**src/rtl/axis_bram_acq_ctrl_pkg.sv**
```systemverilog
// Shared types for the AXI-Stream to BRAM acquisition controller.
package axis_bram_acq_ctrl_pkg;

  typedef enum logic [2:0] {
    ST_IDLE = 3'd0,
    ST_PRE  = 3'd1,
    ST_WAIT = 3'd2,
    ST_POST = 3'd3,
    ST_DONE = 3'd4
  } acq_state_e;

endpackage

```
**src/rtl/axis_bram_acq_ctrl.sv**
```systemverilog
// Pre/post-trigger ring capture of an AXI-Stream source into a BRAM port.
module axis_bram_acq_ctrl
  import axis_bram_acq_ctrl_pkg::*;
#(
  parameter int unsigned AXIS_TDATA_WIDTH = 32,
  parameter int unsigned BRAM_DATA_WIDTH  = 32,
  parameter int unsigned BRAM_ADDR_WIDTH  = 10
) (
  input  logic                         aclk,
  input  logic                         areset,
  input  logic [BRAM_ADDR_WIDTH-1:0]   cfg_pre,
  input  logic [BRAM_ADDR_WIDTH-1:0]   cfg_post,
  input  logic                         arm,
  input  logic                         trig,
  output logic [BRAM_ADDR_WIDTH-1:0]   sts_addr,
  output logic [BRAM_ADDR_WIDTH-1:0]   sts_trig_addr,
  output logic                         sts_busy,
  output logic                         sts_done,
  input  logic [AXIS_TDATA_WIDTH-1:0]  s_axis_tdata,
  input  logic                         s_axis_tvalid,
  output logic                         s_axis_tready,
  output logic                         b_bram_clk,
  output logic                         b_bram_rst,
  output logic                         b_bram_en,
  output logic [BRAM_DATA_WIDTH/8-1:0] b_bram_we,
  output logic [BRAM_ADDR_WIDTH-1:0]   b_bram_addr,
  output logic [BRAM_DATA_WIDTH-1:0]   b_bram_wdata
);

  localparam logic [BRAM_ADDR_WIDTH-1:0] ADDR_ONE = {{(BRAM_ADDR_WIDTH-1){1'b0}}, 1'b1};
  localparam logic [BRAM_ADDR_WIDTH:0]   CNT_ONE  = {{BRAM_ADDR_WIDTH{1'b0}}, 1'b1};

  acq_state_e                 state_q, state_d;
  logic [BRAM_ADDR_WIDTH-1:0] addr_q, addr_d;
  logic [BRAM_ADDR_WIDTH-1:0] trig_addr_q, trig_addr_d;
  logic [BRAM_ADDR_WIDTH-1:0] cfg_pre_l_q, cfg_pre_l_d;
  logic [BRAM_ADDR_WIDTH-1:0] cfg_post_l_q, cfg_post_l_d;
  // One bit wider than the address so a full-scale cfg value cannot wrap.
  logic [BRAM_ADDR_WIDTH:0]   pre_cnt_q, pre_cnt_d;
  logic [BRAM_ADDR_WIDTH:0]   post_cnt_q, post_cnt_d;
  logic                       bram_wr;

  // Ring write strobe: every valid beat while a capture is in progress.
  always_comb begin
    bram_wr = s_axis_tvalid &&
              ((state_q == ST_PRE) || (state_q == ST_WAIT) || (state_q == ST_POST));
  end

  // Next-state, address and counter logic.
  always_comb begin
    state_d      = state_q;
    addr_d       = addr_q;
    trig_addr_d  = trig_addr_q;
    cfg_pre_l_d  = cfg_pre_l_q;
    cfg_post_l_d = cfg_post_l_q;
    pre_cnt_d    = pre_cnt_q;
    post_cnt_d   = post_cnt_q;

    if (bram_wr) begin
      addr_d = addr_q + ADDR_ONE;
    end

    case (state_q)
      ST_IDLE, ST_DONE: begin
        if (arm) begin
          state_d      = ST_PRE;
          cfg_pre_l_d  = cfg_pre;
          cfg_post_l_d = cfg_post;
          addr_d       = '0;
          trig_addr_d  = '0;
          pre_cnt_d    = '0;
          post_cnt_d   = '0;
        end
      end
      ST_PRE: begin
        if (bram_wr) begin
          pre_cnt_d = pre_cnt_q + CNT_ONE;
        end
        if (pre_cnt_q == {1'b0, cfg_pre_l_q}) begin
          state_d = ST_WAIT;
        end
      end
      ST_WAIT: begin
        if (trig) begin
          trig_addr_d = addr_q;
          // A beat written alongside the trigger is post beat 0; with a zero
          // post depth that single beat already completes the capture.
          if (bram_wr) begin
            post_cnt_d = CNT_ONE;
            state_d    = (cfg_post_l_q == '0) ? ST_DONE : ST_POST;
          end else begin
            post_cnt_d = '0;
            state_d    = ST_POST;
          end
        end
      end
      ST_POST: begin
        if (bram_wr) begin
          post_cnt_d = post_cnt_q + CNT_ONE;
          if (post_cnt_q == {1'b0, cfg_post_l_q}) begin
            state_d = ST_DONE;
          end
        end
      end
      default: begin
        state_d = ST_IDLE;
      end
    endcase
  end

  // State and datapath registers with synchronous reset.
  always_ff @(posedge aclk) begin
    if (areset) begin
      state_q      <= ST_IDLE;
      addr_q       <= '0;
      trig_addr_q  <= '0;
      cfg_pre_l_q  <= '0;
      cfg_post_l_q <= '0;
      pre_cnt_q    <= '0;
      post_cnt_q   <= '0;
    end else begin
      state_q      <= state_d;
      addr_q       <= addr_d;
      trig_addr_q  <= trig_addr_d;
      cfg_pre_l_q  <= cfg_pre_l_d;
      cfg_post_l_q <= cfg_post_l_d;
      pre_cnt_q    <= pre_cnt_d;
      post_cnt_q   <= post_cnt_d;
    end
  end

  // Status decode and BRAM port wiring.
  always_comb begin
    sts_addr      = addr_q;
    sts_trig_addr = trig_addr_q;
    sts_busy      = (state_q == ST_PRE) || (state_q == ST_WAIT) || (state_q == ST_POST);
    sts_done      = (state_q == ST_DONE);
    s_axis_tready = 1'b1;
    b_bram_clk    = aclk;
    b_bram_rst    = areset;
    b_bram_en     = bram_wr;
    b_bram_we     = {(BRAM_DATA_WIDTH/8){bram_wr}};
    b_bram_addr   = addr_q;
    b_bram_wdata  = s_axis_tdata;
  end

endmodule

```
**config.mk**
```make
export PLATFORM = sky130hd
export DESIGN_NAME = axis_bram_acq_ctrl
export DESIGN_NICKNAME = d
export VERILOG_FILES = /design/src/rtl/axis_bram_acq_ctrl_pkg.sv /design/src/rtl/axis_bram_acq_ctrl.sv
export SDC_FILE = /design/constraint.sdc
export NUM_CORES = 1
export LEC_CHECK = 0
export BUFFER_PORTS_ARGS = -buffer_cell sky130_fd_sc_hd__buf_2
export CELL_PAD_IN_SITES_DETAIL_PLACEMENT = 0
export CELL_PAD_IN_SITES_GLOBAL_PLACEMENT = 1
export CORE_ASPECT_RATIO = 0.6
export CORE_MARGIN = 4
export CORE_UTILIZATION = 37
export CTS_BUF_LIST = sky130_fd_sc_hd__clkbuf_2
export DETAILED_ROUTE_END_ITERATION = 16
export MAX_ROUTING_LAYER = met4
export PLACE_DENSITY = 0.86
export SKIP_CTS_REPAIR_TIMING = 1
export SLEW_MARGIN = 20
export SYNTH_ARGS = -nofsm -noshare
export SYNTH_HDL_FRONTEND = slang
export SYNTH_SLANG_ARGS = --single-unit
```
**constraint.sdc**
```tcl
create_clock -name aclk -period 2.1 [get_ports aclk]
set_clock_uncertainty 0.2 [all_clocks]
set_input_delay 0.21 -clock aclk [delete_from_list [all_inputs] [get_ports aclk]]
set_output_delay 0.21 -clock aclk [all_outputs]
set_load 0.01 [all_outputs]
```
==> impl_metrics.toml, run 1 <==
[floorplan]
die_h_um = 82.8
die_area_um2 = 11000
start_util_pct = 39.3
io_pins = 129
num_rows = 26
die_w_um = 133
placeableCoreArea_um2 = 8780

[drt]
drt_iter0_markers = 175
drtAntennaViolNets = 0
vias = 2900
drc_errors = 0
wl_per_cell_um = 14.9
viasPerCell = 5.07
first_pass_iters = 4
wl_um = 8500

[placed_design]
hpwl_um = 6070
port_buffers = 63
place_congestion = 0.816

[logic_synthesis]
ys_types = 54
ys_ff_latch = 65
async_flop_share_pct = 0
synth_area_leaders = "dfxtp_1 38%, buf_4 11%, xor2_1 8.6%"
ys_warn_count = 0
yosys.area.top_type_share_pct = 37.7
synth_cells = 406
synth_ff_type = "dfxtp_1"
synth_top_area_cell = "dfxtp_1"
synth_common_cells = "65 x dfxtp_1, 61 x nand2_1, 49 x buf_4"
synth_edf_count = 0
synth_fp_nets = 466
yosysMostFrequentCell = "dfxtp_1"
syn_area_um2 = 3450
synth-seq-area-share_pct = 37.7
syn_area_per_cell_um2 = 8.50

[clock_network]
clock_latency_ps = 600
cts_tree = "yes"
clk_pin_slew_worst_paths_ps = 180

[global_routing]
grt_pass1_wl_um = 13500
grtUsageTotal_pct = 15.5
grt_start_max_net_pins = 25
antenna_found_initial = 1
grt_overflow = 0
grt_pass1_vias = 2633

[sta]
hold_viol_final = 0
fin_crit_sh_pct = 95.0
layout_min_cycle_time_ps = 2000
slew_violations = 0
rsz0062_at_grt = "no"
setup_viol = 0
fmaxAchievable_mhz = 501

[pwr]
cellLeakagePower_nw = 1.72
vdd_drop_max_mv = 0.366
power_w = 0.00342
p_per_area_nw_per_um2 = 870

[finish]
final_layout_size_suffix_gt1_share_pct = 25.5
nFillCells = 864
final_core_util_pct = 44.8
area_growth_pct = 14.1
nets = 515

[flow_run]
drv_cap = 0

[setup_path]
cp_slowest_cell = "dfxtp_2"
worstSetupPathType = "flip-flop to output pin"
crit_path_start_kind = "flip-flop"
critPathTopFamily = "flip-flops"
r2r_slack_ps = 130
cp_num_buf_inv = 1
required_ps = 1690
cp-end-kind = "output pin"
worstPathMaxFanout = 13
crit_chain = "nand2b_4 -> nor2_8 -> buf_2"
cp_slowest_stage_delay_ps = 420
arrival_ps = 1590

[hold_path]
min_path_type = "primary input to flip-flop"

[status]
status = "complete, no violations"
[state kept, by name, summed over array words and instances, names as in the netlist]
name	cells
pre_cnt_q	11
post_cnt_q	11
state_q	3
sts_trig_addr	10
cfg_pre_l_q	10
b_bram_addr	10
cfg_post_l_q	10
[power breakdown]
group / switching [W] / internal, W
logic: 0.000665 / 0.000481
clock network: 0.000478 / 0.000314
registers: 0.000152 / 0.00133
[worst paths after layout]
check | startpoint | to | cells past startpoint
max | state_q[2]$_SDFFE_PP0P_ | b_bram_en | 3
min | arm | state_q[0]$_SDFFE_PP0P_ | 4
max reg2reg | pre_cnt_q[2]$_SDFFE_PP0P_ | state_q[1]$_SDFFE_PP0P_ | 6
min reg2reg | cfg_pre_l_q[3]$_SDFFE_PP0P_ | cfg_pre_l_q[3]$_SDFFE_PP0P_ | 2
[layout make-up]
| cell class | count | area, um^2 | share of cell area (%) |
|---|---|---|---|
| Inverter | 4 | 15.0 | 0.381 |
| Tap cell | 112 | 140 | 3.56 |
| Timing Repair Buffer | 100 | 653 | 16.6 |
| Clock buffer | 14 | 70.1 | 1.78 |
| Antenna cell | 1 | 2.50 | 0.0636 |
| Clock inverter | 5 | 47.5 | 1.21 |
| Sequential cell | 65 | 1310 | 33.2 |
| Multi-Input combinational cell | 271 | 1700 | 43.3 |
[cells in the final DEF (no fill, tap or decap), types with 3 or more instances in the layout]
cell type       n
and3_1          3
buf_4          15
dfxtp_1        62
nor3_1          3
dlygate4sd3_1  23
buf_2          63
nand2b_1        3
clkbuf_2       13
nand2_1        61
or3_1           6
nand4_1        10
xnor2_1         7
a21oi_1        31
nor2b_1         3
ha_1            3
nor2_1         39
a22oi_1        11
nand3_1         5
xor2_1         34
nor4_1          3
inv_1           4
dfxtp_2         3
o21ai_0         9
[metrics by stage]
step	cells	hold slack (ps)	area [um^2]	setup TNS, ps	setup slack, ps
after detailed placement	530	111	3570	0	92.1
after global routing	572	45.4	3940	0	1.40
after floorplan	406	102	3450	0	361
after global placement	530	111	3570	0	160
after CTS	548	-415	3680	-400	-74.4
final	572	7.17	3940	0	104
[worst reg2reg max path: cells and delay by family, from the launching register on]
| kind | cells | cell delay, ps |
|---|---|---|
| AND/OR/NAND/NOR | 1 | 240 |
| buffers and inverters | 1 | 170 |
| AO/OA/AOI/OAI | 2 | 490 |
| XOR/XNOR | 1 | 180 |
| multiplexers | 1 | 220 |
| flip-flops | 1 | 400 |
[per-layer routing]
| metal | up-vias | share of wire (%) | GRT usage, % |
|---|---|---|---|
| met5 | - | 0 | - |
| met4 | 0 | 0.89 | 3.96 |
| met3 | 11 | 7.0 | 5.56 |
| met2 | 102 | 41 | 20.4 |
| met1 | 1360 | 51 | 22.3 |
| li1 | 1427 | - | - |
[cells by family after synthesis]
group	synth area share, %
adders and majority gates	1.09
other	0.109
DFF	37.7
AOI/OAI and AO/OA	13.0
xor gates and xnor gates	10.4
muxes	0.580
buffers and inverters	13.5
and+or+nand+nor	23.6
Note: power is estimated with default switching activity, not from simulation.
==> inputs of run 2 (changes only) <==
--- a/config.mk
+++ b/config.mk
@@ -5,7 +5,7 @@
 export SDC_FILE = /design/constraint.sdc
 export NUM_CORES = 1
 export LEC_CHECK = 0
-export BUFFER_PORTS_ARGS = -buffer_cell sky130_fd_sc_hd__buf_2
+export BUFFER_PORTS_ARGS = -buffer_cell sky130_fd_sc_hd__buf_4
 export CELL_PAD_IN_SITES_DETAIL_PLACEMENT = 0
 export CELL_PAD_IN_SITES_GLOBAL_PLACEMENT = 1
 export CORE_ASPECT_RATIO = 0.6
==> impl_metrics.toml, run 2 (synthesized netlist as in run 1, its figures left out) <==
[floorplan]
num_rows = 26
die_h_um = 82.8
die_area_um2 = 11000
die_w_um = 133
start_util_pct = 39.3
placeableCoreArea_um2 = 8780
io_pins = 129

[sta]
tightest_slew_ps = 680
setup_viol = 0
tns_ps = 0
fmaxAchievable_mhz = 502
slew_violations = 0
hold_viol_final = 0
layout_min_cycle_time_ps = 1990
fin_ws_ps = 108
fin_crit_sh_pct = 94.8
holdWs_ps = 183
slew_headroom_pct = 54.6

[setup_path]
worstSetupPathType = "flip-flop to output pin"
cp-end-kind = "output pin"
crit_path_start_kind = "flip-flop"
required_ps = 1690
worstPathMaxFanout = 9
arrival_ps = 1580

[clock_network]
clock_latency_ps = 600
clk_pin_slew_worst_paths_ps = 180
cts_tree = "yes"

[pwr]
cellLeakagePower_nw = 1.76
vdd_drop_max_mv = 0.313
p_per_area_nw_per_um2 = 834

[finish]
final_common_cell = "buf_4"
final_cell_mix = "84 x buf_4, 62 x dfxtp_1, 61 x nand2_1"
final_cell_area_um2 = 4150
largestRegisters = "post_cnt_q: 11 flops, pre_cnt_q: 11 flops"
nFillCells = 854
area_growth_pct = 20.1
nets = 523
final_layout_size_suffix_gt1_share_pct = 26.6

[placed_design]
port_buffers = 63
dpl_cell_area_um2 = 3730
place_ws_ps = 82.7
place_congestion = 0.842
hpwl_um = 6060

[global_routing]
grt_overflow = 0
grt_start_max_net_pins = 38
antenna_found_initial = 1
grtUsageTotal_pct = 15.6
grt_pass1_vias = 2593
grt_pass1_wl_um = 13500

[status]
status = "complete, no violations"

[drt]
dr_wl_met2_um = 3480
wl_met3_um = 627
wl_um = 8360
top_layer_used = "met4"
first_pass_iters = 4
drt_iter0_markers = 167
vias = 2911
m1WireLength_um = 4190
drtAntennaViolNets = 0
drc_errors = 0
viasPerCell = 5.02
wl_per_cell_um = 14.4

[hold_path]
min_path_type = "primary input to flip-flop"

[flow_run]
drv_cap = 0
run 2: per-layer routing:
layer	vias up	track usage, %
met5	-	-
met3	13	5.80
met1	1356	23.1
met4	0	4.25
met2	99	19.2
li1	1443	-
run 2: stage by stage:
step	cells	power (W)	utilization, %
4_1_cts	549	0.00336	43.6
2_1_floorplan	406	0.00240	-
5_1_grt	580	0.00370	47.2
3_3_place_gp	531	0.00267	42.5
6_report	580	0.00346	47.2
3_5_place_dp	531	0.00269	42.5
run 2: critical path, cell delays in order (launching register included):
cell and delay, ps:
dfxtp_4 430, nor2_4 220, nor2_8 70, buf_8 130, buf_4 140
run 2: where the power goes:
part	internal [W]	switching, W
combinational	0.000597	0.000669
sequential	0.00134	0.000148
clock	0.000201	0.000500
run 2: final timing paths:
check / from / to / slack (ps) / cells past startpoint
min: cfg_pre[7] / cfg_pre_l_q[7]$_SDFFE_PP0P_ / 180 / 4
min reg2reg: cfg_pre_l_q[1]$_SDFFE_PP0P_ / cfg_pre_l_q[1]$_SDFFE_PP0P_ / 280 / 2
max reg2reg: pre_cnt_q[2]$_SDFFE_PP0P_ / state_q[0]$_SDFFE_PP0P_ / 150 / 7
max: state_q[0]$_SDFFE_PP0P_ / b_bram_we[3] / 110 / 4
run 2: layout make-up:
type / instances / area, um^2 / area share (%)
Sequential cell: 65 / 1310 / 31.6
Timing Repair Buffer: 108 / 878 / 21.2
Clock inverter: 6 / 36.3 / 0.875
Tap cell: 112 / 140 / 3.38
Antenna cell: 1 / 2.50 / 0.0604
Inverter: 4 / 15.0 / 0.362
Multi-Input combinational cell: 271 / 1700 / 40.9
Clock buffer: 13 / 67.6 / 1.63
